[src/rtl/if_stage_if.sv]
// Instruction-memory fetch bus between if_stage and instruction memory.
//   imem_req   : fetch request, driven by the fetch stage
//   imem_addr  : fetch address, driven by the fetch stage
//   imem_ack   : read data valid this cycle, driven by memory
//   imem_rdata : instruction word, valid when imem_ack=1
interface if_stage_if #(
   parameter int unsigned ADDR_W = 32
) ();
   localparam int unsigned DATA_W = 32;

   logic              imem_req;
   logic [ADDR_W-1:0] imem_addr;
   logic              imem_ack;
   logic [DATA_W-1:0] imem_rdata;

   modport master (
      output imem_req,
      output imem_addr,
      input  imem_ack,
      input  imem_rdata
   );

   modport slave (
      input  imem_req,
      input  imem_addr,
      output imem_ack,
      output imem_rdata
   );
endinterface

[src/rtl/if_stage.sv]
// Instruction-fetch stage: owns the PC, fetches over a req/ack bus, holds the
// IF/ID register and feeds the opcode field to the control decoder.
// Handles memory wait states, hazard stalls (with a one-entry skid buffer)
// and branch/jump redirects.
// Ports:
//   clk, rst        : clock, synchronous active-high reset
//   imem            : instruction-memory bus (master side)
//   stall           : hazard stall, holds IF/ID and PC
//   redirect_valid  : flush and reload PC from redirect_pc
//   ifid_valid/instr/pc4 : IF/ID pipeline register
//   opcode          : ifid_instr[31:26] when valid, else 0 (NOP)
// Optional: define IF_PERF_CNT_EN to add perf_fetch_cnt / perf_bubble_cnt.
module if_stage #(
   parameter int unsigned       ADDR_W   = 32,
   parameter logic [ADDR_W-1:0] RESET_PC = '0
) (
   input  logic              clk,
   input  logic              rst,
   if_stage_if.master        imem,
   input  logic              stall,
   input  logic              redirect_valid,
   input  logic [ADDR_W-1:0] redirect_pc,
   output logic              ifid_valid,
   output logic [31:0]       ifid_instr,
   output logic [ADDR_W-1:0] ifid_pc4,
   output logic [5:0]        opcode
`ifdef IF_PERF_CNT_EN
   ,
   output logic [31:0]       perf_fetch_cnt,
   output logic [31:0]       perf_bubble_cnt
`endif
);

   localparam int unsigned INSTR_W = 32;
   localparam int unsigned OP_W    = 6;

   typedef enum logic [1:0] {
      IDLE  = 2'd0,
      FETCH = 2'd1,
      HOLD  = 2'd2
   } state_e;

   state_e               state_q, state_d;
   logic [ADDR_W-1:0]    pc_q, pc_d;
   logic                 req_q, req_d;
   logic                 valid_q, valid_d;
   logic [INSTR_W-1:0]   instr_q, instr_d;
   logic [ADDR_W-1:0]    pc4_q, pc4_d;
   logic [OP_W-1:0]      opcode_q, opcode_d;
   logic [INSTR_W-1:0]   skid_instr_q, skid_instr_d;
   logic [ADDR_W-1:0]    skid_pc4_q, skid_pc4_d;
   logic [ADDR_W-1:0]    pc_inc;

   // State register
   always_ff @(posedge clk) begin
      if (rst) begin
         state_q      <= IDLE;
         pc_q         <= RESET_PC;
         req_q        <= 1'b0;
         valid_q      <= 1'b0;
         instr_q      <= '0;
         pc4_q        <= '0;
         opcode_q     <= '0;
         skid_instr_q <= '0;
         skid_pc4_q   <= '0;
      end else begin
         state_q      <= state_d;
         pc_q         <= pc_d;
         req_q        <= req_d;
         valid_q      <= valid_d;
         instr_q      <= instr_d;
         pc4_q        <= pc4_d;
         opcode_q     <= opcode_d;
         skid_instr_q <= skid_instr_d;
         skid_pc4_q   <= skid_pc4_d;
      end
   end

   // Next-state and IF/ID update
   always_comb begin
      state_d      = state_q;
      pc_d         = pc_q;
      valid_d      = valid_q;
      instr_d      = instr_q;
      pc4_d        = pc4_q;
      skid_instr_d = skid_instr_q;
      skid_pc4_d   = skid_pc4_q;
      pc_inc       = pc_q + ADDR_W'(4);

      case (state_q)
         IDLE: state_d = FETCH;
         FETCH: begin
            if (imem.imem_ack) begin
               pc_d = pc_inc;
               if (stall) begin
                  // Accepted word parks in the skid buffer until the stall drops
                  skid_instr_d = imem.imem_rdata;
                  skid_pc4_d   = pc_inc;
                  state_d      = HOLD;
               end else begin
                  valid_d = 1'b1;
                  instr_d = imem.imem_rdata;
                  pc4_d   = pc_inc;
               end
            end else if (!stall) begin
               valid_d = 1'b0;
            end
         end
         HOLD: begin
            // No request is outstanding here, so any ack is ignored
            if (!stall) begin
               valid_d      = 1'b1;
               instr_d      = skid_instr_q;
               pc4_d        = skid_pc4_q;
               skid_instr_d = '0;
               skid_pc4_d   = '0;
               state_d      = FETCH;
            end
         end
         default: state_d = IDLE;
      endcase

      // Redirect beats stall and discards a same-cycle ack; IF/ID data is left stale
      if (redirect_valid) begin
         pc_d         = {redirect_pc[ADDR_W-1:2], 2'b00};
         valid_d      = 1'b0;
         instr_d      = instr_q;
         pc4_d        = pc4_q;
         skid_instr_d = '0;
         skid_pc4_d   = '0;
         state_d      = FETCH;
      end

      req_d    = (state_d == FETCH);
      opcode_d = valid_d ? instr_d[INSTR_W-1 -: OP_W] : '0;
   end

   assign imem.imem_req  = req_q;
   assign imem.imem_addr = pc_q;
   assign ifid_valid     = valid_q;
   assign ifid_instr     = instr_q;
   assign ifid_pc4       = pc4_q;
   assign opcode         = opcode_q;

`ifdef IF_PERF_CNT_EN
   logic        fetch_inc_c;
   logic        bubble_inc_c;
   logic [31:0] perf_fetch_q, perf_fetch_d;
   logic [31:0] perf_bubble_q, perf_bubble_d;

   // Count IF/ID valid loads and bubble/flush writes
   always_comb begin
      fetch_inc_c  = 1'b0;
      bubble_inc_c = 1'b0;
      if (redirect_valid) begin
         bubble_inc_c = 1'b1;
      end else if (state_q == FETCH) begin
         fetch_inc_c  = imem.imem_ack & ~stall;
         bubble_inc_c = ~imem.imem_ack & ~stall;
      end else if (state_q == HOLD) begin
         fetch_inc_c  = ~stall;
      end
      perf_fetch_d  = perf_fetch_q + 32'(fetch_inc_c);
      perf_bubble_d = perf_bubble_q + 32'(bubble_inc_c);
   end

   always_ff @(posedge clk) begin
      if (rst) begin
         perf_fetch_q  <= '0;
         perf_bubble_q <= '0;
      end else begin
         perf_fetch_q  <= perf_fetch_d;
         perf_bubble_q <= perf_bubble_d;
      end
   end

   assign perf_fetch_cnt  = perf_fetch_q;
   assign perf_bubble_cnt = perf_bubble_q;
`endif

endmodule

[src/flat_wrapper.sv]
// flat-port wrapper written by rule: the top's interface ports become plain ports
module if_stage_flat 
#(
   parameter int unsigned       ADDR_W   = 32,
   parameter logic [ADDR_W-1:0] RESET_PC = '0
)
  (clk, rst, stall, redirect_valid, redirect_pc, ifid_valid, ifid_instr, ifid_pc4, opcode, imem_imem_req, imem_imem_addr, imem_imem_ack, imem_imem_rdata);
  if_stage_if #(.ADDR_W(ADDR_W)) imem_i ();
  input  logic clk;
  input  logic rst;
  input  logic stall;
  input  logic redirect_valid;
  input  logic [ADDR_W-1:0] redirect_pc;
  output logic ifid_valid;
  output logic [31:0] ifid_instr;
  output logic [ADDR_W-1:0] ifid_pc4;
  output logic [5:0] opcode;
  output wire logic [$bits(imem_i.imem_req)-1:0] imem_imem_req;
  output wire logic [$bits(imem_i.imem_addr)-1:0] imem_imem_addr;
  input wire logic [$bits(imem_i.imem_ack)-1:0] imem_imem_ack;
  input wire logic [$bits(imem_i.imem_rdata)-1:0] imem_imem_rdata;
  assign imem_imem_req = imem_i.imem_req;
  assign imem_imem_addr = imem_i.imem_addr;
  assign imem_i.imem_ack = imem_imem_ack;
  assign imem_i.imem_rdata = imem_imem_rdata;
  if_stage #(.ADDR_W(ADDR_W), .RESET_PC(RESET_PC)) u_core (.clk(clk), .rst(rst), .imem(imem_i), .stall(stall), .redirect_valid(redirect_valid), .redirect_pc(redirect_pc), .ifid_valid(ifid_valid), .ifid_instr(ifid_instr), .ifid_pc4(ifid_pc4), .opcode(opcode));
endmodule
[config.mk]
export PLATFORM = sky130hd
export DESIGN_NAME = if_stage_flat
export DESIGN_NICKNAME = d
export VERILOG_FILES = /design/src/rtl/if_stage_if.sv /design/src/rtl/if_stage.sv /design/src/flat_wrapper.sv
export SDC_FILE = /design/constraint.sdc
export NUM_CORES = 1
export LEC_CHECK = 0
export ABC_AREA = 1
export CORE_AREA = 2 2 126 128
export DETAILED_ROUTE_END_ITERATION = 16
export DIE_AREA = 0 0 128 130
export PLACE_DENSITY_LB_ADDON = 0.3
export SYNTH_ARGS = -nofsm -noshare
export SYNTH_HDL_FRONTEND = slang
export SYNTH_SLANG_ARGS = --single-unit
export TNS_END_PERCENT = 20
[constraint.sdc]
create_clock -name clk -period 2.11 [get_ports clk]
set_input_delay 0.3165 -clock clk [delete_from_list [all_inputs] [get_ports clk]]
set_output_delay 0.3165 -clock clk [all_outputs]
set_load 0.02 [all_outputs]
==> impl_metrics.py <==
metrics = {
    "run_status": {
        "status": "finished clean",
    },
    "worst_setup_path": {
        "crit_chain": "ha_1 > nand2_1 > nor2_2 > nand2_1 > nor2_1 > xor2_1 > nand2_1 > a21oi_1",
        "ff2ff_setup_slack_ns": 0.14,
        "crit_path_top_delay_cell": "dfxtp_1",
        "cp_slowest_stage_delay_ns": 0.41,
        "crit_fanout": 4,
        "end_kind": "flop",
        "worst_ep_required_time_ns": 2.47,
        "crit_top_cell": "nand2_1",
        "critPathKind": "flop to flop",
        "crit_start": "u_core.imem.imem_addr[3]$_SDFFE_PP0P_",
        "startpoint_type": "flop",
        "r2r-end": "u_core.skid_pc4_q[16]$_SDFFE_PP0P_",
        "arrival_ns": 2.32,
        "r2r_cells": 8,
        "rr_startpoint": "u_core.imem.imem_addr[3]$_SDFFE_PP0P_",
    },
    "logic_synthesis": {
        "synth_edf_count": 0,
        "synthSimpleGateAreaFrac_pct": 19.6,
        "synthArstFlopShare_pct": 0,
        "synth_fa_ha_area_share_pct": 0.840,
        "syn_area_um2": 7450,
        "yosys_register_bits": 164,
        "synth-seq-area-share_pct": 44.1,
        "synthCells": 1029,
        "synth.distinct_cells": 30,
        "synthFlopType": "dfxtp_1",
        "synth_compound_area_share_pct": 24.5,
        "synth-xor-area-share_pct": 1.76,
        "avgSynthCellArea_um2": 7.24,
        "synth_top_family_by_area": "compound AO/OA/AOI/OAI gates",
        "yosys_warnings": 0,
        "synthMuxAreaShare_pct": 0,
    },
    "cts": {
        "root_buffer": "clkbuf_16",
        "path_clk_slew_ns": 0.07,
        "cts_tree": "done",
        "cts_setup_buffers": 0,
        "clock_latency_ns": 0.42,
        "cts_num_sinks": 164,
        "clock_tree.buffer_depth": 2,
        "ctsHoldBuffers": 0,
        "numCtsBuffers": 17,
        "h-tree-depth": 4,
        "cts_resized": 0,
    },
    "floorplan": {
        "start_util_pct": 48.3,
        "die_w_um": 128,
        "ios": 173,
        "num_rows": 46,
        "dieArea_um2": 16600,
        "die_y_um": 130,
        "core_area_um2": 15400,
    },
    "cells_and_area": {
        "layout_commonest_cell": "nand2_1",
        "fin_nets": 1247,
        "fin_cells": 1378,
        "drive_above_1_share_pct": 7.17,
        "diodes": 0,
        "mostFrequentLayoutCells": "nand2_1 (216), a21oi_1 (169), clkdlybuf4s50_1 (165), dfxtp_1 (164), o21ai_0 (105)",
        "syn_to_final_growth_pct": 33.1,
    },
    "hold_path": {
        "min_to": "u_core.ifid_pc4[24]$_SDFFE_PP0P_",
        "hp-class": "input pin to flop",
        "hold_path.startpoint": "rst",
        "hold_depth": 4,
    },
    "place": {
        "dp_cells": 1346,
        "portBuffers": 166,
        "hpwl_mm": 14.9,
        "gp_congestion": 0.956,
    },
    "power": {
        "total_power_mw": 7.40,
        "total_leakage_power_nw": 3.64,
        "power.density_nw_per_um2": 746,
        "ir_drop_uv": 608,
    },
    "routing": {
        "drtIter0Drc": 482,
        "wl_per_cell_um": 15.5,
        "vias_per_cell": 5.38,
        "vias": 7413,
        "postRouteAntennaNets": 0,
        "drt_wl_total_mm": 21.4,
        "drtPass1Iterations": 5,
        "drc": 0,
    },
    "sta": {
        "slew_headroom_pct": 65.4,
        "timing.final.crit_share_pct": 93.3,
        "setup_viol": 0,
        "fmax_ghz": 0.508,
        "finalSetupTns_ns": 0,
        "tightest_slew_ns": 0.519,
        "finalMaxSlewViolations": 0,
        "skew_ns": 0.00575,
        "rsz0062_at_grt": "false",
        "hold_viol": 0,
        "finalCriticalPeriod_ns": 1.97,
    },
    "global_routing": {
        "grt_pass1_vias": 6699,
        "grt_overflow": 0,
        "antenna_found_initial": 0,
        "grt_max_degree": 65,
        "grt_pass1_wl_mm": 33.9,
        "grtUsageTotal_pct": 25.7,
    },
    "job": {
        "maxCapViolCount": 0,
    },
}
## cell type report
cell class / count / area, um2
clock buffer: 17 / 425
clock inverter: 15 / 171
fill: 1395 / 5510
inverter: 90 / 338
multi-input combinational: 703 / 3500
sequential: 164 / 3280
tap: 192 / 240
timing repair buffer: 197 / 1960
## flip-flops by register name (all words and copies together), names as in the netlist
| name | flops |
|---|---|
| u_core.imem.imem_req | 1 |
| u_core.imem.imem_addr | 30 |
| u_core.opcode | 6 |
| u_core.skid_pc4_q | 30 |
| u_core.ifid_valid | 1 |
| u_core.skid_instr_q | 32 |
| u_core.ifid_instr | 32 |
| u_core.ifid_pc4 | 30 |
| u_core.state_q | 2 |
## power by group
group,switching [mW],internal [mW]
logic,0.542,0.405
clock network,1.37,1.77
registers,0.0878,3.22
## cells by family (layout without fill, tap and decap cells)
kind of cell / Yosys count / after routing
compound gates: 336 / 336
xor+xnor: 15 / 15
fa+ha+maj: 5 / 5
buf+inv: 165 / 319
flops: 164 / 164
other cells: 1 / 4
simple gates: 343 / 343
## synthesized netlist by cell type, types with 2 or more instances
| cell | n | area (um2) |
|---|---|---|
| nand2_1 | 217 | 815 |
| a21oi_1 | 169 | 846 |
| dfxtp_1 | 164 | 3280 |
| o21ai_0 | 105 | 526 |
| inv_1 | 86 | 323 |
| nand3_1 | 55 | 275 |
| nor2_1 | 49 | 184 |
| clkbuf_1 | 43 | 161 |
| a211oi_1 | 32 | 240 |
| buf_2 | 22 | 110 |
| xor2_1 | 11 | 96.3 |
| a31oi_1 | 10 | 62.6 |
| a22o_1 | 8 | 70.1 |
| a22oi_1 | 7 | 52.6 |
| buf_4 | 6 | 45.0 |
| nor2_4 | 6 | 67.6 |
| and2_1 | 5 | 31.3 |
| ha_1 | 5 | 62.6 |
| nor2_2 | 5 | 31.3 |
| inv_2 | 4 | 15.0 |
| o21ai_1 | 4 | 20.0 |
| xnor2_1 | 4 | 35.0 |
| buf_1 | 2 | 7.51 |
| buf_6 | 2 | 22.5 |
| nand2_2 | 2 | 12.5 |
| nand4_1 | 2 | 12.5 |
## worst max path at each step
stage                                                to  slack [ns]  cells past startpoint
floorplan           u_core.skid_instr_q[0]$_SDFFE_PP0P_        0.46                      9
global placement     u_core.ifid_instr[18]$_SDFFE_PP0P_        0.20                      7
detailed placement      u_core.ifid_pc4[3]$_SDFFE_PP0P_        0.18                      8
CTS                  u_core.skid_pc4_q[16]$_SDFFE_PP0P_        0.19                      8
global route          u_core.ifid_instr[6]$_SDFFE_PP0P_        0.03                      9
finish               u_core.skid_pc4_q[16]$_SDFFE_PP0P_        0.14                      8
## metrics by stage
stage	setup WS, ns	utilization, %	hold WS (ns)	cell area, um2
2_1_floorplan	0.458	-	0.432	7460
3_3_place_gp	0.204	60.4	0.441	9320
3_5_place_dp	0.184	60.4	0.444	9320
4_1_cts	0.187	64.3	0.297	9920
5_1_grt	0.0303	64.3	0.316	9920
6_report	0.142	64.3	0.301	9920
## worst max-delay path: cells and delay by family, from the launching register on
kind / cells / cell delay, ns
and+or+nand+nor: 5 / 0.77
DFF: 1 / 0.41
xor gates and xnor gates: 1 / 0.36
adders and majority gates: 1 / 0.21
AOI/OAI and AO/OA: 1 / 0.14
## layer usage
layer,share of wire (%),GRT usage [%],up-vias
met3,7.0,6.93,30
met5,0,0,-
met4,2.7,10.8,0
met2,48,42.7,239
li1,-,-,3715
met1,43,31.7,3429
Power figures use the tool's default switching activity.
==> RTL change 1, RTL diff (config.mk and constraints unchanged) <==
`instr_q` no longer has a reset.
--- a/src/rtl/if_stage.sv
+++ b/src/rtl/if_stage.sv
@@ -59,5 +59,4 @@
          req_q        <= 1'b0;
          valid_q      <= 1'b0;
-         instr_q      <= '0;
          pc4_q        <= '0;
          opcode_q     <= '0;
@@ -69,5 +68,4 @@
          req_q        <= req_d;
          valid_q      <= valid_d;
-         instr_q      <= instr_d;
          pc4_q        <= pc4_d;
          opcode_q     <= opcode_d;
@@ -75,4 +73,8 @@
          skid_pc4_q   <= skid_pc4_d;
       end
+   end
+
+   always_ff @(posedge clk) begin
+      instr_q <= instr_d;
    end
 
Check against the original RTL: differs if rst is asserted again (counterexample within 4 cycles, from zero or initial values and one cycle with rst high); with rst held inactive, the same outputs for 4 cycles.
==> RTL change 1 against the unedited design <==
Sequential cell count stayed put; total power grew 3.6%; first-iteration DRC count grew 25%; wire length down 4.1%; setup slack better by 0.048 ns; combinational power up 12%; global-route usage down 0.52 points; final area is 0.16% higher; sequential power up 4%; synthesized area decreased by 0.29%; count of clock-buffer cells in the layout grew 4; critical path depth stayed put.
==> RTL change 1: results (changes against the unedited design) <==
Run status
  – Status: finished clean (unchanged)

Global route
  – Total Routing Usage GR: 25.1% (was 25.7%)
  – First-pass GRT wire length: 33.1 mm (was 33.9 mm)
  – Vias in the first global route: 6,592 (was 6,699)
  – Largest net degree at the start of global routing: 44 (was 65)

Layout
  – Filler instances: 1,352 (was 1,395)
  – Final net count: 1,217 (was 1,247)

Pwr
  – Leak pwr: 3.69 nW (was 3.64 nW)
  – Peak supply drop: 0.637 mV (was 0.608 mV)
  – Sw Ratio: 26.3% (was 27.1%)

Setup path
  – Largest fanout on the critical path: 26 (was 4)
  – Worst EP arrival: 2.25 ns (was 2.32 ns)
  – Worst path slowest cell: ha_1 (was dfxtp_1)

STA
  – Final setup fails: 0 (unchanged)
  – Max Clock Skew: 0.00815 ns (was 0.00575 ns)

Route
  – Met3 routed wirelength: 1.23 mm (was 1.51 mm)
  – Met2 Wirelength: 9.64 mm (was 10.2 mm)
  – Average wire per standard cell: 15.2 microns (was 15.5 microns)
  – Detailed router's first-iteration violation count: 602 (was 482)
  – Detailed-route via count: 7,152 (was 7,413)
  – Post-route met1 wirelength: 8.80 mm (was 9.10 mm)

Placed design
  – Pre-CTS setup slack: 0.119 ns (was 0.184 ns)
  – Gpl congestion: 0.934 (was 0.956)
  – Hpwl dp: 14.0 mm (was 14.9 mm)
  – Area of placed instances: 9320 sq um (about the same)

Clocking
  – Num CTS Buffers: 17 (unchanged)
  – CTS resizes: 0 (unchanged)

Worst hold path
  – Hold/Removal Path Class: flop to flop (was input pin to flop)

Yosys
  – Post-synth top area share: 37.2% (was 44.1%)
  – Count of different cell masters after synthesis: 34 (was 30)
  – Number of synthesized flops with an enable pin: 26 (was 0)
  – Sequential share of the synthesized area: 47.7% (was 44.1%)
  – Post-synth top cells: 274 x nand2_1, 163 x a21oi_1, 138 x dfxtp_1 (was 217 x nand2_1, 169 x a21oi_1, 164 x dfxtp_1)
  – Area contributors post-synth: dfxtp_1 37%, nand2_1 14%, a21oi_1 11% (was dfxtp_1 44%, a21oi_1 11%, nand2_1 11%)
[RTL change 1: cell count changes after synthesis, sizes merged, moves of 3 or more]
cell | before | now
a21oi | 169 | 163
nand3 | 56 | 59
clkbuf | 43 | 23
buf | 32 | 39
a211oi | 32 | 0
a22oi | 7 | 0
and2 | 5 | 2
inv | 90 | 81
edfxtp | 0 | 26
nand2 | 219 | 280
nor2 | 60 | 54
dfxtp | 164 | 138
o22ai | 0 | 6
o21ai | 109 | 78
[RTL change 1: worst max-delay path, delay by kind of cell, from the launching register on]
family / cells / cell delay [ns]
buf+inv: 3 / 0.41
compound gates: 2 / 0.29
flops: 1 / 0.36
simple gates: 2 / 0.34
fa+ha+maj: 1 / 0.41
[RTL change 1: per-stage QoR]
| step | cells | utilization [%] | hold WS (ns) |
|---|---|---|---|
| 2_1_floorplan | 995 | - | 0.445 |
| 3_3_place_gp | 1316 | 60.4 | 0.452 |
| 3_5_place_dp | 1316 | 60.4 | 0.455 |
| 4_1_cts | 1348 | 64.4 | 0.456 |
| 5_1_grt | 1348 | 64.4 | 0.467 |
| 6_report | 1348 | 64.4 | 0.466 |
[RTL change 1: path summary, 6_finish.rpt]
check	from	to	slack [ns]	cells after the start
worst min-delay path	u_core.skid_instr_q[26]	u_core.skid_instr_q[26]	0.47	2
worst max register to register	u_core.state_q[0]	u_core.ifid_pc4[25]	0.19	8
worst max-delay path	u_core.state_q[0]	u_core.ifid_pc4[25]	0.19	8
worst min register to register	u_core.skid_instr_q[26]	u_core.skid_instr_q[26]	0.47	2
[RTL change 1: kinds of logic (layout without fill, tap and decap cells)]
logic type | Yosys count | in the layout | share of synthesized area (%)
other | 1 | 4 | 0.0505
AND/OR/NAND/NOR | 396 | 396 | 22.1
AO/OA/AOI/OAI | 268 | 268 | 18.9
buffers and inverters | 144 | 305 | 8.52
XOR/XNOR | 14 | 14 | 1.85
adder cells (fa/ha/maj) | 5 | 5 | 0.842
flip-flops | 164 | 164 | 47.7
[RTL change 1: per-layer routing]
metal,up-vias,track usage (%)
li1,3556,-
met1,3262,32.8
met2,280,39.9
met3,54,4.96
met4,0,12.9
met5,-,0
[RTL change 1: area by class of cell]
type / instances / area share (%)
clock buffers: 21 / 5.06
clock inverters: 11 / 1.12
inverters: 82 / 3.14
multi-input cells: 687 / 32.9
flip-flops and latches: 164 / 35.7
well taps: 192 / 2.42
repair buffers: 191 / 19.7
[RTL change 1: power by group through the flow]
stage | Combinational, mW | Clock [mW] | Sequential (mW)
global route | 1.16 | 3.34 | 3.44
finish | 1.06 | 3.17 | 3.43
CTS | 1.07 | 3.20 | 3.43
global placement | 1.05 | 0 | 3.49
floorplan | 0.421 | 0 | 3.61
detailed placement | 1.06 | 0 | 3.49
==> RTL change 2, RTL diff (same settings) <==
Without the edit above. `ADDR_W` is set to 32 in 3 places; all go to 48.
--- a/src/rtl/if_stage_if.sv
+++ b/src/rtl/if_stage_if.sv
@@ -5,5 +5,5 @@
 //   imem_rdata : instruction word, valid when imem_ack=1
 interface if_stage_if #(
-   parameter int unsigned ADDR_W = 32
+   parameter int unsigned ADDR_W = 48
 ) ();
    localparam int unsigned DATA_W = 32;
--- a/src/rtl/if_stage.sv
+++ b/src/rtl/if_stage.sv
@@ -12,5 +12,5 @@
 // Optional: define IF_PERF_CNT_EN to add perf_fetch_cnt / perf_bubble_cnt.
 module if_stage #(
-   parameter int unsigned       ADDR_W   = 32,
+   parameter int unsigned       ADDR_W   = 48,
    parameter logic [ADDR_W-1:0] RESET_PC = '0
 ) (
--- a/src/flat_wrapper.sv
+++ b/src/flat_wrapper.sv
@@ -2,5 +2,5 @@
 module if_stage_flat 
 #(
-   parameter int unsigned       ADDR_W   = 32,
+   parameter int unsigned       ADDR_W   = 48,
    parameter logic [ADDR_W-1:0] RESET_PC = '0
 )
Interface: changed (resized ifid_pc4, imem_imem_addr and redirect_pc); port bits go from 173 to 221. The function was not compared with the original's and may differ.
==> RTL change 2 against the unedited design <==
Sequential power increased by 30%; synthesized area up 31%; final area rose by 29%; non-clock buffer count grew 54; sequential cell count up 48; wire length is 48% higher; total power is 26% higher; setup slack lost 0.056 ns; synthesized cell count increased by 36%; critical path type unchanged.
==> RTL change 2: results (changes against the unedited design) <==
Global route
  – Total Routing Usage GR: 36.6% (was 25.7%)
  – Largest net degree at the start of global routing: 67 (was 65)
  – Met2 global-route usage: 61.8% (was 42.7%)
  – First-pass GRT wire length: 49.1 mm (was 33.9 mm)
  – Vias in the first global route: 9,829 (was 6,699)
  – Grt met1 use: 45.8% (was 31.7%)

Yosys
  – Post-synth top cells: 337 x nand2_1, 228 x a21oi_1, 212 x dfxtp_1 (was 217 x nand2_1, 169 x a21oi_1, 164 x dfxtp_1)
  – Count of different cell masters after synthesis: 31 (was 30)
  – Compound-cell area share of the yosys netlist: 24.2% (was 24.5%)
  – Post-synthesis xor/xnor area fraction: 2.34% (was 1.76%)
  – Sequential share of the synthesized area: 43.6% (was 44.1%)
  – Adder-cell share of the synthesized area: 0.643% (was 0.840%)
  – Syn Inst Count: 1,395 (was 1,029)

Layout
  – Share of cells above drive strength 1: 5.89% (was 7.17%)
  – Buffers excl. clock: 251 (was 197)
  – Final net count: 1,672 (was 1,247)
  – Non-clk buf share: 19.7% (was 19.8%)
  – Sequential share of cell area: 33.1% (about the same)
  – Count of multi-input gates: 977 (was 703)
  – Clock buffers: 28 (was 17)
  – Area of the multi-input gates: 4700 sq um (was 3500 sq um)

STA
  – Relative slew slack: 48.7% (was 65.4%)
  – Minimum clock period: 2.02 ns (was 1.97 ns)
  – Hold Slack: 0.255 ns (was 0.301 ns)

Placed design
  – PortBufs: 214 (was 166)
  – Pre-CTS setup slack: -0.0300 ns (was 0.184 ns)
  – Area of placed instances: 12,100 sq um (was 9320 sq um)
  – Number of instances in the placed design: 1,750 (was 1,346)

Setup path
  – Worst EP arrival: 2.43 ns (was 2.32 ns)
  – RR Startpoint: u_core.imem.imem_addr[9] (was u_core.imem.imem_addr[3])
  – Reg2reg setup slack: 0.09 ns (was 0.14 ns)

Route
  – DR vias/cell: 5.93 (was 5.38)
  – Average wire per standard cell: 17.7 microns (was 15.5 microns)
  – Post-route met1 wirelength: 12.0 mm (was 9.10 mm)
  – Met3 routed wirelength: 3.22 mm (was 1.51 mm)
  – Detailed-route via count: 10.6k (was 7,413)
  – Detailed router's first-iteration violation count: 1,121 (was 482)

Run status
  – Status: finished clean (unchanged)

Clocking
  – Max clock buf depth: 3 (was 2)
  – Htree depth: 1 (was 4)
  – Clock sink count: 212 (was 164)
  – Clk_lat worst skew: 0.50 ns (was 0.42 ns)

Pwr
  – Sw Ratio: 26.4% (was 27.1%)
-- RTL change 2: cell count changes in the layout (fill, tap and decap cells not counted), moves of 9 or more --
cell	delta
nand4_1	+9
nand3_1	-14
a21oi_1	+59
xor2_1	+9
nand2_1	+119
clkdlybuf4s50_1	+47
o21ai_0	+46
nor2_1	+44
inv_1	+29
dfxtp_1	+48
-- RTL change 2: worst paths after layout --
check | endpoint | cells past startpoint
worst min-delay path | u_core.ifid_valid | 4
worst max register to register | u_core.ifid_pc4[29] | 8
worst min register to register | u_core.skid_instr_q[20] | 2
worst max-delay path | u_core.ifid_pc4[29] | 8
-- RTL change 2: stage by stage --
| step | TNS (ns) | power (mW) |
|---|---|---|
| floorplan | 0 | 5.03 |
| global placement | 0 | 5.59 |
| detailed placement | -0.0496 | 5.62 |
| CTS | 0 | 9.27 |
| global route | 0 | 9.56 |
| finish | 0 | 9.29 |
